File: config.mk
export PLATFORM = sky130hd
export DESIGN_NAME = writeback_stage_flat
export DESIGN_NICKNAME = d
export VERILOG_FILES = /design/src/rtl/wb_pkg.sv /design/src/rtl/writeback_stage_if.sv /design/src/rtl/load_align.sv /design/src/rtl/writeback_stage.sv /design/src/flat_wrapper.sv
export SDC_FILE = /design/constraint.sdc
export NUM_CORES = 1
export LEC_CHECK = 0
export ABC_AREA = 1
export CAP_MARGIN = 20
export CORE_MARGIN = 2
export CORE_UTILIZATION = 36
export DETAILED_ROUTE_END_ITERATION = 8
export PLACE_DENSITY = 0.63
export SLEW_MARGIN = 15
export SYNTH_ARGS = -nofsm -noshare
export SYNTH_HDL_FRONTEND = slang
export SYNTH_SLANG_ARGS = --single-unit
export TNS_END_PERCENT = 1
File: constraint.sdc
create_clock -name clk -period 3.05 [get_ports clk]
set_input_delay 0.915 -clock clk [delete_from_list [all_inputs] [get_ports clk]]
set_output_delay 0.915 -clock clk [all_outputs]
set_load 0.02 [all_outputs]
File: src/rtl/wb_pkg.sv
// Shared definitions for the writeback stage: load funct3 codes, result-source
// indices, load-size enum and the load-control decode.
package wb_pkg;

  localparam logic [2:0] F3_LB  = 3'b000;
  localparam logic [2:0] F3_LH  = 3'b001;
  localparam logic [2:0] F3_LW  = 3'b010;
  localparam logic [2:0] F3_LD  = 3'b011;
  localparam logic [2:0] F3_LBU = 3'b100;
  localparam logic [2:0] F3_LHU = 3'b101;
  localparam logic [2:0] F3_LWU = 3'b110;

  localparam int unsigned SRC_ALU  = 0;
  localparam int unsigned SRC_LOAD = 1;
  localparam int unsigned SRC_PC4  = 2;

  // Access width is 8 << size bits
  typedef enum logic [1:0] {
    LS_BYTE  = 2'd0,
    LS_HALF  = 2'd1,
    LS_WORD  = 2'd2,
    LS_DWORD = 2'd3
  } load_size_e;

  typedef struct packed {
    logic       known;
    logic       sext;
    load_size_e size;
  } load_ctl_t;

  // Doubleword and unsigned-word loads only exist on a 64-bit datapath
  function automatic load_ctl_t decode_load(input logic [2:0] funct3, input int unsigned xlen);
    load_ctl_t ctl;
    ctl.known = 1'b1;
    ctl.sext  = 1'b1;
    ctl.size  = LS_BYTE;
    case (funct3)
      F3_LB:  ctl.size = LS_BYTE;
      F3_LH:  ctl.size = LS_HALF;
      F3_LW:  ctl.size = LS_WORD;
      F3_LBU: ctl.sext = 1'b0;
      F3_LHU: begin
        ctl.sext = 1'b0;
        ctl.size = LS_HALF;
      end
      F3_LD: begin
        ctl.size  = LS_DWORD;
        ctl.known = (xlen == 64);
      end
      F3_LWU: begin
        ctl.sext  = 1'b0;
        ctl.size  = LS_WORD;
        ctl.known = (xlen == 64);
      end
      default: ctl.known = 1'b0;
    endcase
    return ctl;
  endfunction

endpackage

File: src/rtl/writeback_stage_if.sv
// MEM->W bus of the writeback stage. RetireCnt exists only when
// WB_RETIRE_CNT_EN is defined.
interface writeback_stage_if #(
  parameter int unsigned XLEN    = 32,
  parameter int unsigned NUM_SRC = 4,
  parameter int unsigned REG_AW  = 5
);
  localparam int unsigned SW   = $clog2(NUM_SRC);
  localparam int unsigned LSBW = $clog2(XLEN/8);

  logic                    ValidM;
  logic                    StallW;
  logic                    FlushW;
  logic                    RegWriteM;
  logic [SW-1:0]           ResultSrcM;
  logic [NUM_SRC*XLEN-1:0] SrcDataM;
  logic [REG_AW-1:0]       RdM;
  logic [2:0]              LoadFunct3M;
  logic [LSBW-1:0]         AddrLsbM;

  logic                    ValidW;
  logic                    RegWriteW;
  logic [REG_AW-1:0]       RdW;
  logic [XLEN-1:0]         ResultW;
`ifdef WB_RETIRE_CNT_EN
  logic [63:0]             RetireCnt;

  modport master (
    output ValidM, StallW, FlushW, RegWriteM, ResultSrcM, SrcDataM, RdM, LoadFunct3M, AddrLsbM,
    input  ValidW, RegWriteW, RdW, ResultW, RetireCnt
  );
  modport slave (
    input  ValidM, StallW, FlushW, RegWriteM, ResultSrcM, SrcDataM, RdM, LoadFunct3M, AddrLsbM,
    output ValidW, RegWriteW, RdW, ResultW, RetireCnt
  );
`else
  modport master (
    output ValidM, StallW, FlushW, RegWriteM, ResultSrcM, SrcDataM, RdM, LoadFunct3M, AddrLsbM,
    input  ValidW, RegWriteW, RdW, ResultW
  );
  modport slave (
    input  ValidM, StallW, FlushW, RegWriteM, ResultSrcM, SrcDataM, RdM, LoadFunct3M, AddrLsbM,
    output ValidW, RegWriteW, RdW, ResultW
  );
`endif
endinterface

File: src/rtl/load_align.sv
// Combinational load-data alignment: lane shift, size extract, sign/zero extend.
module load_align
  import wb_pkg::*;
#(
  parameter int unsigned XLEN = 32
) (
  input  logic [XLEN-1:0]          data,
  input  logic [2:0]               funct3,
  input  logic [$clog2(XLEN/8)-1:0] addr_lsb,
  output logic [XLEN-1:0]          aligned_c
);
  localparam int unsigned LSBW = $clog2(XLEN/8);

  load_ctl_t              ctl;
  logic [LSBW-1:0]        lsb_eff;
  logic [XLEN-1:0]        lane;
  logic [XLEN-1:0]        left;
  logic signed [XLEN-1:0] sext;
  int unsigned            pad;

  // Push the field to the top, then shift back arithmetically or logically
  always_comb begin
    ctl       = decode_load(funct3, XLEN);
    lsb_eff   = addr_lsb & ~LSBW'((32'd1 << ctl.size) - 32'd1);
    lane      = data >> {lsb_eff, 3'b000};
    pad       = XLEN - (32'd8 << ctl.size);
    left      = lane << pad;
    sext      = $signed(left) >>> pad;
    aligned_c = data;
    if (ctl.known) begin
      if (ctl.sext) aligned_c = $unsigned(sext);
      else          aligned_c = left >> pad;
    end
  end

endmodule

File: src/rtl/writeback_stage.sv
// Writeback stage: W pipeline register, load alignment and result select.
// Optional retired-instruction counter under WB_RETIRE_CNT_EN.
module writeback_stage
  import wb_pkg::*;
#(
  parameter int unsigned XLEN    = 32,
  parameter int unsigned NUM_SRC = 4,
  parameter int unsigned REG_AW  = 5
) (
  input logic              clk,
  input logic              reset,
  writeback_stage_if.slave bus
);
  localparam int unsigned SW   = $clog2(NUM_SRC);
  localparam int unsigned LSBW = $clog2(XLEN/8);

  if (NUM_SRC <= SRC_PC4) begin : g_num_src_check
    $error("writeback_stage: NUM_SRC must be at least 3");
  end

  logic                    valid_q;
  logic                    regwrite_q;
  logic [SW-1:0]           src_q;
  logic [NUM_SRC*XLEN-1:0] data_q;
  logic [REG_AW-1:0]       rd_q;
  logic [2:0]              funct3_q;
  logic [LSBW-1:0]         lsb_q;
  logic [XLEN-1:0]         load_c;
  logic [XLEN-1:0]         result_c;

  // x0 suppression folded into the captured write enable
  always_ff @(posedge clk) begin
    if (reset || bus.FlushW) begin
      valid_q    <= 1'b0;
      regwrite_q <= 1'b0;
      src_q      <= '0;
      data_q     <= '0;
      rd_q       <= '0;
      funct3_q   <= '0;
      lsb_q      <= '0;
    end else if (!bus.StallW) begin
      valid_q    <= bus.ValidM;
      regwrite_q <= bus.ValidM && bus.RegWriteM && (bus.RdM != '0);
      src_q      <= bus.ResultSrcM;
      data_q     <= bus.SrcDataM;
      rd_q       <= bus.RdM;
      funct3_q   <= bus.LoadFunct3M;
      lsb_q      <= bus.AddrLsbM;
    end
  end

  load_align #(.XLEN(XLEN)) u_load_align (
    .data      (data_q[SRC_LOAD*XLEN +: XLEN]),
    .funct3    (funct3_q),
    .addr_lsb  (lsb_q),
    .aligned_c (load_c)
  );

  // Bubbles and out-of-range selects read as zero
  always_comb begin
    result_c = '0;
    if (valid_q) begin
      if (int'(src_q) == SRC_LOAD)    result_c = load_c;
      else if (int'(src_q) < NUM_SRC) result_c = data_q[int'(src_q)*XLEN +: XLEN];
    end
  end

  assign bus.ValidW    = valid_q;
  assign bus.RegWriteW = regwrite_q;
  assign bus.RdW       = rd_q;
  assign bus.ResultW   = result_c;

`ifdef WB_RETIRE_CNT_EN
  logic [63:0] retire_q;

  always_ff @(posedge clk) begin
    if (reset) begin
      retire_q <= '0;
    end else if (valid_q && !bus.StallW && !bus.FlushW) begin
      retire_q <= retire_q + 64'd1;
    end
  end

  assign bus.RetireCnt = retire_q;
`endif

endmodule

File: src/flat_wrapper.sv
// flat-port wrapper written by rule: the top's interface ports become plain ports
module writeback_stage_flat import wb_pkg::*;
#(
  parameter int unsigned XLEN    = 32,
  parameter int unsigned NUM_SRC = 4,
  parameter int unsigned REG_AW  = 5
)
  (clk, reset, bus_ValidM, bus_StallW, bus_FlushW, bus_RegWriteM, bus_ResultSrcM, bus_SrcDataM, bus_RdM, bus_LoadFunct3M, bus_AddrLsbM, bus_ValidW, bus_RegWriteW, bus_RdW, bus_ResultW);
  writeback_stage_if #(.XLEN(XLEN), .NUM_SRC(NUM_SRC), .REG_AW(REG_AW)) bus_i ();
  input logic clk;
  input logic reset;
  input wire logic [$bits(bus_i.ValidM)-1:0] bus_ValidM;
  input wire logic [$bits(bus_i.StallW)-1:0] bus_StallW;
  input wire logic [$bits(bus_i.FlushW)-1:0] bus_FlushW;
  input wire logic [$bits(bus_i.RegWriteM)-1:0] bus_RegWriteM;
  input wire logic [$bits(bus_i.ResultSrcM)-1:0] bus_ResultSrcM;
  input wire logic [$bits(bus_i.SrcDataM)-1:0] bus_SrcDataM;
  input wire logic [$bits(bus_i.RdM)-1:0] bus_RdM;
  input wire logic [$bits(bus_i.LoadFunct3M)-1:0] bus_LoadFunct3M;
  input wire logic [$bits(bus_i.AddrLsbM)-1:0] bus_AddrLsbM;
  output wire logic [$bits(bus_i.ValidW)-1:0] bus_ValidW;
  output wire logic [$bits(bus_i.RegWriteW)-1:0] bus_RegWriteW;
  output wire logic [$bits(bus_i.RdW)-1:0] bus_RdW;
  output wire logic [$bits(bus_i.ResultW)-1:0] bus_ResultW;
  assign bus_i.ValidM = bus_ValidM;
  assign bus_i.StallW = bus_StallW;
  assign bus_i.FlushW = bus_FlushW;
  assign bus_i.RegWriteM = bus_RegWriteM;
  assign bus_i.ResultSrcM = bus_ResultSrcM;
  assign bus_i.SrcDataM = bus_SrcDataM;
  assign bus_i.RdM = bus_RdM;
  assign bus_i.LoadFunct3M = bus_LoadFunct3M;
  assign bus_i.AddrLsbM = bus_AddrLsbM;
  assign bus_ValidW = bus_i.ValidW;
  assign bus_RegWriteW = bus_i.RegWriteW;
  assign bus_RdW = bus_i.RdW;
  assign bus_ResultW = bus_i.ResultW;
  writeback_stage #(.XLEN(XLEN), .NUM_SRC(NUM_SRC), .REG_AW(REG_AW)) u_core (.clk(clk), .reset(reset), .bus(bus_i));
endmodule
After elaboration in Yosys (flattened, before gate mapping)
Cells that the tools add are included.
{"block": "totals", "ramBits": 0, "romBits": 0, "n_memories": 0, "elab_cells": 40, "regBits": 142, "inputBits": 146, "output_inout_bits": 39, "latch_bits": 0}
{"block": "op_classes", "order_cmp": 0, "bitwise_logic": 2, "eq_ne": 7, "n_div": 0, "reduce_logical": 9, "n_mux": 6, "n_addsub": 2, "shift": 7, "multipliers": 0}
{"op": "two-way mux 32 bit", "count": 4}
{"op": "variable part select 128 x 8 -> 32 bit", "count": 1}
{"op": "<< shifter 32 x 32 -> 32 bit", "count": 1}
{"op": "<< shifter 4 x 2 -> 32 bit, first input constant", "count": 1}
{"op": ">> shifter 32 x 32 -> 32 bit", "count": 1}
{"op": ">> shifter 32 x 5 -> 32 bit", "count": 1}
{"op": ">>> shifter 32 x 32 -> 32 bit", "count": 1}
{"op": "subtractor 6 x 32 -> 32 bit, first input constant", "count": 1}
{"op": "equality test 3 bit, second input constant", "count": 3}
{"op": "equality test 3 x 2 -> 1 bit, second input constant", "count": 2}
{"op": "case mux 2 bit (3 select lines)", "count": 1}
{"op": "nonzero test 5 bit", "count": 1}
{"op": "OR reduction 5 bit", "count": 1}
{"op": "OR reduction 2 bit", "count": 2}
{"op": "equality test 3 x 1 -> 1 bit, second input constant", "count": 1}
{"op": "logical NOT 3 bit", "count": 1}
{"op": "OR reduction 3 bit", "count": 1}
{"op": "bitwise AND 2 bit", "count": 1}
{"op": "equality test 2 x 1 -> 1 bit, second input constant", "count": 1}
{"op": "logical AND 1 bit", "count": 2}
{"op": "inverter 2 bit", "count": 1}
{"op": "<< shifter 1 x 2 -> 2 bit, first input constant", "count": 1}
{"op": "subtractor 2 x 1 -> 2 bit, second input constant", "count": 1}
{"op": "logical OR 1 bit", "count": 1}
{"op": "two-way mux 1 bit", "count": 1}

Logic depth before layout (Yosys ltp)
Gate-level depths: netlist (run 1).
{"block": "depth", "ltp_word": 14, "depth_mapped": 16, "ltp_nobuf": 14}

Modules after synthesis
A second synthesis (run 1) with hierarchy kept.
{"block": "unflattened", "hier_cells": 1207, "hier_area_um2": 8191.6}
{"module": "writeback_stage", "seq_area_each_um2": 2842.7, "instances": 1, "cells_each": 871, "area_each_um2": 6480.0}
{"module": "load_align", "seq_area_each_um2": 0.0, "instances": 1, "cells_each": 336, "area_each_um2": 1711.6}

Least setup slack after synthesis (run 1)
OpenSTA, ideal clock, no wires.
{"block": "synth_timing", "path_type": "register to output", "startpoint": "reg u_core.funct3_q[1]", "endpoint": "out bus_ResultW[22]", "required_time_ps": 2135, "path_buffers": 2, "path_stages_with_launch": 15, "arrival_ps": 1907, "slack_ps": 228, "path_cell_list": "dfxtp_1 buf_6 inv_4 a21oi_4 nor2_4 inv_2 o211ai_1 nand2_2 nand3_2 nand3_2 nand2_1 inv_2 buf_6 nand2_1 a21oi_1"}
{"block": "synth_via", "elab_chain_cells": 14, "word_cells_on_any_way": 27, "cone_classes": "add/sub (2); eq/ne (6); shift (6); mux (6); bitwise (2); reduce/logical (5)"}
{"item": "from (decl)", "line_no": "writeback_stage.sv:26", "source": "logic [2:0] funct3_q;"}
{"item": "from (signal assigned)", "line_no": "writeback_stage.sv:47", "source": "funct3_q <= bus.LoadFunct3M;"}
{"item": "parallel branches: the longest is 11 deep, another holds subtractor 6 x 32 -> 32 bit"}
{"item": "two-way mux 32 bit (*)", "line_no": "load_align.sv:30", "source": "if (ctl.known) begin"}
{"item": "two-way mux 32 bit (*)", "line_no": "writeback_stage.sv:63", "source": "if (int'(src_q) == SRC_LOAD) result_c = load_c;"}
{"item": "two-way mux 32 bit (*)", "line_no": "writeback_stage.sv:62", "source": "if (valid_q) begin"}
{"item": "to (decl)", "line_no": "flat_wrapper.sv:24", "source": "output wire logic [$bits(bus_i.ResultW)-1:0] bus_ResultW;"}
Mark *: on every way between the ends.

Worst setup path in the final report (run 1)
{"block": "layout_timing", "startpoint": "reg u_core.funct3_q[1]", "endpoint": "out bus_ResultW[20]"}
Same word-level chain as after synthesis.

==> run_results.csv, run 1 <==
group,metric,value,unit
outcome,status,"finished with violations",
outcome,violations,"setup timing",
critical_path,worstSetupPathType,"flip-flop to output port",
timing,setup_slack,-0.423,ns
power_and_ir_drop,p_per_area,444,mW/mm2
global_routing,grt_usage,0.277,
hold_path,holdCritStartpoint,"u_core.data_q[71]$_SDFFE_PP0N_",
timing,drv_slew,0,
floorplanning,rows,52,
floorplanning,ios,185,
yosys,netlist.area_leader.share,0.381,
drt,drt_iter0_markers,648,
critical_path,crit_path_end_kind,"output port",
drt,postRouteAntennaNets,0,
yosys,synth.most_common_cell,"nand2_1",
clock_tree,clk_path_buf_depth,2,
clock_tree,clock_latency,0.42,ns
timing,finalHoldViolations,0,
layout,layout-drive-gt1-share,0.169,
hold_path,min_path_type,"flip-flop to flip-flop",
critical_path,crit_chain,"inv_4, buf_4, a21oi_4, nor2_4, buf_4, o211ai_2, nand2_2, nand3_4, nand3_4, nand2_4, clkinvlp_4, nand2_2, a21oi_2, buf_6",
clock_tree,numCtsBuffers,17,
yosys,syn_area,0.00746,mm2
layout,nNetsFinal,1481,
drt,routed_via_density,5.24,
floorplanning,die_h,148,um
critical_path,r2r_slack,1.90,ns
yosys,yosysWarnings,0,
yosys,synth_area_leaders,"dfxtp_1 (38%), nand2_1 (16%), a21oi_1 (8.2%)",
timing,slew_headroom,0.663,
global_routing,grt_start_max_net_pins,71,
layout,antennaDiodeCount,0,
floorplanning,dieWidth,148,um
clock_tree,clock-root-buffer,"clkbuf_16",
critical_path,critPathLaunchType,"flip-flop",
placement,routabilityCongestion,0.921,
placement,io_buffers,184,
floorplanning,core,0.0203,mm2
yosys,synth_edf_count,0,
clock_tree,hold_buffers,0,
critical_path,required,2.13,ns
yosys,synth_cells,1114,
timing,setup_viol,32,
critical_path,cpMaxStageDelayCell,"dfxtp_4",
yosys,synth_commonest_cells,"nand2_1 (316), dfxtp_1 (142), a21oi_1 (122)",
yosys,avgSynthCellArea,6.70,um2
timing,grt_setup_unrepaired,"true",
critical_path,reg2reg_depth,4,
critical_path,path_buf_inv,5,
global_routing,overflow,0,
yosys,synth.distinct_cells,35,
floorplanning,die-area,0.0219,mm2
timing,finalCritPeriodShare,1.14,
drt,drt_pass1_iterations,5,
timing,worst_pin_slew,0.504,ns
yosys,yosysSeqAreaShare,0.381,
power_and_ir_drop,power.leakage,4.40,nW
timing,fin_crit,3.47,ns
clock_tree,clock-sinks,142,
layout,fin_util,0.537,
critical_path,cp_max_fo,6,
hold_path,hold_end,"u_core.data_q[71]$_SDFFE_PP0N_",
critical_path,max_stage_delay,0.40,ns
placement,place_hpwl,21.8,mm
yosys,synthFlopType,"dfxtp_1",
critical_path,r2r-start,"u_core.src_q[0]$_SDFFE_PP0N_",
critical_path,r2r-end,"u_core.src_q[0]$_SDFFE_PP0N_",
critical_path,arrival,2.56,ns
clock_tree,cts_max_level,4,
drt,num_vias,8476,
power_and_ir_drop,peakVddDrop,0.350,mV
global_routing,grt_pass1_wl,46.6,mm
timing,clock.fmax,288,MHz
drt,drc,0,
timing,skew,0,ns
drt,wl_per_cell,18.7,um
yosys,synth_nets,1260,
hold_path,hold_path_depth,2,
global_routing,grt_pass1_vias,8053,
yosys,ys_seq_elements,142,
critical_path,cp_top_family,"buffers and inverters",
drt,wirelength,30.2,mm
clock_tree,cts_tree,"done",
clock_tree,clkTransAtPathRegs,0.07,ns
floorplanning,start_util,0.368,
placement,pre_cts_slack,-0.537,ns
layout,fillers,2103,
global_routing,antenna_found_initial,0,
run,cap_violations,0,
yosys,synthArstFlopShare,0,
layout,area_delta_synth_final,46.0,%
yosys,synth_top_area_cell,"dfxtp_1",
-- metrics by stage --
| stage | setup TNS [ns] | std cells | hold WS (ns) | area [um2] | total power [mW] |
|---|---|---|---|---|---|
| after CTS | -10.04 | 1616 | 0.458 | 10800 | 4.85 |
| final | -9.83 | 1618 | 0.457 | 10900 | 4.84 |
| after global placement | -12.95 | 1570 | 0.444 | 10100 | 2.81 |
| after global routing | -13.80 | 1618 | 0.478 | 10900 | 5.02 |
| after detailed placement | -13.26 | 1570 | 0.448 | 10100 | 2.81 |
| after floorplan | 0 | 1114 | 0.433 | 7460 | 2.39 |
-- worst register-to-register path, stage by stage (launching register included) --
cell and delay [ns]:
dfxtp_1 0.33, clkinv_1 0.12, buf_4 0.23, buf_4 0.18, a211oi_1 0.22
-- report_power, final --
| part | internal, mW | switching, mW |
|---|---|---|
| sequential | 1.92 | 0.0358 |
| combinational | 0.409 | 0.462 |
| clock | 1.15 | 0.860 |
-- sequential cells by signal, indices dropped and copies added (netlist names) --
signal	count
u_core.lsb_q	2
u_core.funct3_q	3
u_core.src_q	2
u_core.bus.RdW	5
u_core.data_q	128
u_core.bus.ValidW	1
u_core.bus.RegWriteW	1
-- layer usage --
layer | share of wire | routed length [um] | track usage | up-vias
met2 | 0.44 | 13400 | 0.419 | 315
li1 | - | - | - | 4172
met3 | 0.061 | 1830 | 0.0460 | 48
met4 | 0.034 | 1030 | 0.120 | 0
met5 | 0 | 0 | 0 | -
met1 | 0.46 | 13900 | 0.389 | 3941
-- what timing repair did --
action,in CTS,in global routing
setup buffers,10,2
cloned,4,0
endpoints found under the setup margin,32,32
resized for setup,173,37
pin swaps,13,16
-- cell type report --
class / instances / area (um2) / area share
multi-input cells: 798 / 4060 / 0.372
flip-flops and latches: 142 / 2850 / 0.262
repair buffers: 286 / 2750 / 0.252
clock buffers: 20 / 447 / 0.0410
inverters: 89 / 339 / 0.0311
well taps: 270 / 338 / 0.0310
clock inverters: 12 / 114 / 0.0104
repair inverters: 1 / 7.51 / 0.000689
-- cell families (layout without fill, tap and decap cells) --
group | Yosys count | count (layout) | share of synthesized area
flops | 142 | 142 | 0.381
compound gates | 315 | 315 | 0.258
simple gates | 481 | 483 | 0.262
buf+inv | 176 | 408 | 0.0989
-- cell usage in the layout, fill, tap and decap left out, drive strengths merged, types with 2 or more instances in the layout --
cell / n
clkbuf: 20
nand2: 319
o221ai: 32
dfxtp: 142
clkinvlp: 5
buf: 130
o211ai: 11
a211oi: 56
o22ai: 2
nand3: 39
a21oi: 127
clkdlybuf4s50: 151
a31oi: 10
nand3b: 3
nor2: 113
clkinv: 6
clkdlybuf4s15: 4
nand4: 8
inv: 90
o21ai: 76
-- worst max path at each step --
stage,from,end,cells past startpoint
floorplan,u_core.funct3_q[1]$_SDFFE_PP0N_,bus_ResultW[22],14
global placement,u_core.funct3_q[1]$_SDFFE_PP0N_,bus_ResultW[3],13
detailed placement,u_core.funct3_q[1]$_SDFFE_PP0N_,bus_ResultW[26],14
CTS,u_core.funct3_q[0]$_SDFFE_PP0N_,bus_ResultW[19],13
global route,u_core.funct3_q[0]$_SDFFE_PP0N_,bus_ResultW[24],13
finish,u_core.funct3_q[1]$_SDFFE_PP0N_,bus_ResultW[20],14
No activity file was read; power rests on OpenSTA's default activity.
==> run 2, diff against run 1 <==
CORE_ASPECT_RATIO = 1.75   (was not set)
==> run 2 against run 1 <==
Effect of this change:
- the flow still finishes with violations (setup timing)
- wire length up 4.2%
- worst setup slack better by 0.0082 ns
- sequential share of layout area decreased by 0.29 points
- first-iteration DRC count decreased by 37%
- combinational power up 2%
- die area grew 0.21%
==> run_results.csv, run 2 (synthesized netlist as in run 1, its figures left out) <==
group,metric,value,unit
outcome,status,"finished with violations",
outcome,violations,"setup timing",
global_routing,grt_use_met2,0.522,
timing,drv_slew,0,
global_routing,grt_usage,0.285,
clock_tree,numCtsBuffers,17,
placement,routabilityCongestion,1.03,
hold_path,min_path_type,"flip-flop to flip-flop",
power_and_ir_drop,p_per_area,453,mW/mm2
layout,layout_common_cells,"nand2_1 (307), clkdlybuf4s50_1 (151), dfxtp_1 (138)",
global_routing,antenna_found_initial,1,
timing,setup_slack,-0.415,ns
global_routing,grt.busiest_layer,"met2",
floorplanning,ios,185,
timing,slew_headroom,0.623,
timing,skew,0,ns
drt,drt_iter0_markers,410,
floorplanning,die-area,0.0219,mm2
drt,postRouteAntennaNets,0,
global_routing,use_met1,0.299,
timing,finalHoldViolations,0,
power_and_ir_drop,peakVddDrop,0.379,mV
critical_path,worstSetupPathType,"flip-flop to output port",
drt,num_vias,8537,
clock_tree,cts_max_level,4,
layout,area_delta_synth_final,47.7,%
clock_tree,clock-sinks,142,
timing,worst_pin_slew,0.565,ns
hold_path,holdCritStartpoint,"u_core.data_q[71]$_SDFFE_PP0N_",
placement,io_buffers,184,
run,cap_violations,0,
global_routing,overflow,0,
global_routing,grt_start_max_net_pins,76,
global_routing,grt_pass1_vias,8463,
timing,grt_setup_unrepaired,"true",
layout,largest_register_ffs,128,
layout,fillers,2076,
power_and_ir_drop,power.leakage,4.48,nW
clock_tree,cts_tree,"done",
layout,layout-drive-gt1-share,0.189,
layout,final_common_cell,"nand2_1",
critical_path,required,2.13,ns
drt,drt_pass1_iterations,6,
power_and_ir_drop,total_power,5.00,mW
layout,stdcell_count,1612,
drt,routed_via_density,5.30,
floorplanning,rows,69,
placement,place_hpwl,24.0,mm
layout,top_register,"u_core.data_q",
layout,finalInstanceArea,0.0110,mm2
placement,place_area,0.0102,mm2
floorplanning,dieWidth,113,um
critical_path,crit_path_end_kind,"output port",
clock_tree,clock_latency,0.43,ns
critical_path,r2r-start,"u_core.data_q[40]$_SDFFE_PP0N_",
clock_tree,clkTransAtPathRegs,0.06,ns
global_routing,grtUsageMet3,0.0405,
critical_path,cp_max_fo,6,
floorplanning,die_h,194,um
clock_tree,clk_path_buf_depth,2,
floorplanning,core,0.0203,mm2
timing,fin_crit,3.46,ns
drt,wl_per_cell,19.5,um
drt,drc,0,
timing,clock.fmax,289,MHz
critical_path,critPathLaunchType,"flip-flop",
clock_tree,hold_buffers,0,
global_routing,grt_pass1_wl,47.7,mm
floorplanning,start_util,0.368,
timing,finalCritPeriodShare,1.14,
placement,placed_cells,1570,
layout,nNetsFinal,1496,
clock_tree,clock-root-buffer,"clkbuf_16",
timing,setup_viol,31,
drt,wirelength,31.5,mm
timing,tns,-9.32,ns
critical_path,crit_start,"u_core.funct3_q[0]$_SDFFE_PP0N_",
critical_path,arrival,2.55,ns
run 2: timing repair:
| item | in CTS | in global routing |
|---|---|---|
| pin swaps | 18 | 18 |
| gates resized for setup | 194 | 29 |
| buffers inserted | 4 | 4 |
| setup endpoints to repair | 32 | 32 |
| gates cloned | 1 | 0 |
run 2: critical path, cell delays in order, from the launching register on:
cell        delay, ns
dfxtp_4          0.37
buf_6            0.12
nand3_4          0.07
nand4_4          0.11
buf_6            0.16
buf_6            0.11
a21oi_2          0.14
o21ai_2          0.08
nand2_1          0.07
nand2_1          0.06
nand2_2          0.09
nand3_4          0.08
nand2_4          0.10
clkinvlp_4       0.22
nand2_2          0.13
a21oi_2          0.05
buf_4            0.15
run 2: final cells by class:
cell class              instances  area, um2  share of cell area
multi-input cells             796       4080               0.370
clock buffers                  19        433              0.0393
diodes                          1       2.50            0.000227
repair buffers                303       2830               0.257
repair inverters                1       7.51            0.000681
clock inverters                13        165              0.0150
inverters                      89        339              0.0308
well taps                     248        310              0.0281
flip-flops and latches        142       2850               0.259
run 2: per-layer routing:
metal | part of all wire | vias to the layer above
met2 | 0.53 | 278
met4 | 0.067 | 0
met3 | 0.034 | 92
met1 | 0.37 | 3969
met5 | 0 | -
li1 | - | 4198
run 2: path summary, 6_finish.rpt:
path | to | slack (ns) | cells after the start
max | bus_ResultW[19] | -0.41 | 16
min | u_core.data_q[71]$_SDFFE_PP0N_ | 0.45 | 2
max reg2reg | u_core.data_q[40]$_SDFFE_PP0N_ | 2.04 | 3
min reg2reg | u_core.data_q[71]$_SDFFE_PP0N_ | 0.45 | 2
run 2: report_power, final:
part | leakage [nW] | switching (mW) | internal, mW
Combinational | 3.04 | 0.474 | 0.416
Clock | 0.280 | 0.858 | 1.29
Sequential | 1.16 | 0.0392 | 1.92
run 2: stage by stage:
| step | worst slack (ns) | hold slack, ns | utilization |
|---|---|---|---|
| after floorplan | 0.228 | 0.433 | - |
| after global placement | -0.644 | 0.443 | 0.501 |
| after detailed placement | -0.631 | 0.445 | 0.501 |
| after CTS | -0.410 | 0.454 | 0.538 |
| after global routing | -0.502 | 0.476 | 0.543 |
| final | -0.415 | 0.451 | 0.543 |
==> run 3, diff against run 2 <==
CORE_ASPECT_RATIO = 0.6   (was 1.75)
==> run 3 against run 2 <==
Effect of this change:
- the flow still finishes with violations (setup timing)
- maximum frequency fell by 2.3%
- register-to-register slack worse by 0.03 ns
- largest power group unchanged
- wire length down 1.7%
- via count rose by 1.6%
- hold slack better by 0.0063 ns
- count of clock-buffer cells in the layout is 1 lower
- critical path depth down 2
- highest routed layer is now met5
- sequential power about the same
- core utilization rose by 1.3 points
- worst setup slack lost 0.083 ns
- combinational power rose by 5.2%
==> run_results.csv, run 3 (synthesized netlist as in run 1, its figures left out) <==
group,metric,value,unit
outcome,status,"finished with violations",
outcome,violations,"setup timing",
layout,layout_common_cells,"nand2_1 (307), clkdlybuf4s50_1 (151), buf_4 (140)",
layout,area_delta_synth_final,50.4,%
layout,fin_util,0.557,
critical_path,critPathLaunchType,"flip-flop",
layout,final_common_cell,"nand2_1",
timing,drv_slew,0,
drt,drc,0,
timing,worst_pin_slew,0.518,ns
critical_path,r2r_slack,2.01,ns
global_routing,grt_start_max_net_pins,59,
power_and_ir_drop,clock_power_share,0.425,
global_routing,overflow,0,
floorplanning,dieWidth,190,um
drt,drt_pass1_iterations,5,
timing,finalCritPeriodShare,1.16,
power_and_ir_drop,p_sw_frac,0.275,
drt,wl_met1,15.7,mm
floorplanning,core,0.0202,mm2
timing,setup_slack,-0.498,ns
power_and_ir_drop,cell_internal_pwr,3.65,mW
power_and_ir_drop,total_power,5.03,mW
drt,drt_iter0_markers,896,
placement,io_buffers,184,
floorplanning,rows,40,
critical_path,r2r-end,"u_core.src_q[0]$_SDFFE_PP0N_",
floorplanning,start_util,0.370,
timing,tns,-12.29,ns
clock_tree,numCtsBuffers,17,
clock_tree,clock_latency,0.42,ns
timing,fin_crit,3.55,ns
placement,place_hpwl,23.1,mm
global_routing,grt_pass1_wl,47.3,mm
placement,routabilityCongestion,0.993,
floorplanning,die_h,116,um
floorplanning,die-area,0.0219,mm2
clock_tree,clkTransAtPathRegs,0.07,ns
timing,grt_setup_unrepaired,"true",
power_and_ir_drop,p_per_area,448,mW/mm2
drt,wl_per_cell,18.7,um
critical_path,crit_start,"u_core.funct3_q[0]$_SDFFE_PP0N_",
layout,nNetsFinal,1511,
global_routing,grt_pass1_vias,8152,
critical_path,required,2.13,ns
layout,fillers,2002,
critical_path,arrival,2.63,ns
critical_path,worstSetupPathType,"flip-flop to output port",
timing,slew_headroom,0.654,
critical_path,cp_max_fo,6,
timing,skew,0,ns
floorplanning,ios,185,
drt,met3_length,2.96,mm
clock_tree,cts_tree,"done",
layout,top_register,"u_core.data_q",
clock_tree,clk_path_buf_depth,2,
global_routing,antenna_found_initial,2,
layout,layout-drive-gt1-share,0.196,
global_routing,grt_usage,0.286,
critical_path,crit_path_end_kind,"output port",
clock_tree,clock-root-buffer,"clkbuf_16",
run,cap_violations,0,
power_and_ir_drop,power.leakage,4.57,nW
power_and_ir_drop,combinationalPowerShare,0.186,
clock_tree,clock-sinks,142,
timing,setup_viol,32,
drt,wirelength,31.0,mm
hold_path,min_path_type,"flip-flop to flip-flop",
hold_path,hold_path_depth,2,
drt,routed_via_density,5.25,
timing,clock.fmax,282,MHz
drt,postRouteAntennaNets,0,
layout,largest_register_ffs,128,
drt,num_vias,8675,
drt,top_layer,"met5",
critical_path,r2r-start,"u_core.src_q[0]$_SDFFE_PP0N_",
power_and_ir_drop,peakVddDrop,0.407,mV
critical_path,reg2reg_depth,3,
power_and_ir_drop,netSwitchingPower,1.38,mW
power_and_ir_drop,pwr-share-seq,0.389,
layout,finalInstanceArea,0.0112,mm2
placement,place_area,0.0103,mm2
hold_path,hold_end,"u_core.data_q[71]$_SDFFE_PP0N_",
clock_tree,cts_max_level,4,
hold_path,holdCritStartpoint,"u_core.data_q[71]$_SDFFE_PP0N_",
drt,route.met2.wl,11.9,mm
timing,finalHoldViolations,0,
placement,pre_cts_slack,-0.667,ns
-- run 3: cell types whose count changed in the layout (fill, tap and decap cells not counted), sizes merged --
cell | previous run | this run
clkinv | 5 | 7
clkbuf | 20 | 18
clkdlybuf4s15 | 3 | 1
buf | 148 | 166
inv | 90 | 88
clkinvlp | 5 | 6
-- run 3: what timing repair did --
| action | 4_1_cts | 5_1_grt |
|---|---|---|
| pin swaps | 7 | 22 |
| gates cloned | 1 | 0 |
| hold buffers | 0 | 0 |
| gates resized for setup | 160 | 50 |
| endpoints found under the setup margin | 32 | 32 |
| buffers inserted | 6 | 6 |
| endpoints found under the hold margin | 0 | 0 |
-- run 3: final cells by class --
cell class                 instances  area [um2]  area share
multi-input combinational        796        4110       0.366
timing repair buffer             318        2970       0.264
sequential                       142        2850       0.254
clock buffer                      18         429      0.0382
inverter                          89         349      0.0311
tap                              273         342      0.0304
clock inverter                    14         169      0.0150
timing repair inverter             1        7.51    0.000669
antenna                            1        2.50    0.000223
-- run 3: power by group through the flow --
| stage | Sequential [mW] | Combinational (mW) | Clock, mW |
|---|---|---|---|
| 2_1_floorplan | 1.99 | 0.397 | 0 |
| 3_3_place_gp | 2.00 | 0.857 | 0 |
| 3_5_place_dp | 2.00 | 0.854 | 0 |
| 4_1_cts | 1.96 | 0.892 | 2.16 |
| 5_1_grt | 1.97 | 1.01 | 2.25 |
| 6_report | 1.96 | 0.935 | 2.14 |
-- run 3: worst max-delay path by stage --
stage | slack, ns | to
2_1_floorplan | 0.23 | bus_ResultW[22]
3_3_place_gp | -0.65 | bus_ResultW[19]
3_5_place_dp | -0.67 | bus_ResultW[19]
4_1_cts | -0.61 | bus_ResultW[21]
5_1_grt | -0.59 | bus_ResultW[24]
6_report | -0.50 | bus_ResultW[24]
-- run 3: metal layers --
layer,GRT usage,vias to the layer above
li1,-,4228
met1,0.444,4030
met2,0.395,381
met3,0.0669,34
met4,0.0605,2
met5,0,-
-- run 3: per-stage QoR --
step                      hold WS (ns)  cells
after floorplan                  0.433   1114
after global placement           0.442   1607
after detailed placement         0.448   1607
after CTS                        0.457   1646
after global routing             0.478   1651
final                            0.457   1652
-- run 3: critical path, stage by stage, from the launching register on --
cell and delay, ns:
dfxtp_4 0.35, buf_12 0.13, buf_8 0.12, a21oi_4 0.22, buf_6 0.14, nor2_4 0.06, buf_6 0.14, nor2_4 0.13
nand2_2 0.10, nand3_4 0.10, nand2_8 0.09, clkinvlp_4 0.18, nand2_2 0.09, a21oi_4 0.20, buf_6 0.14
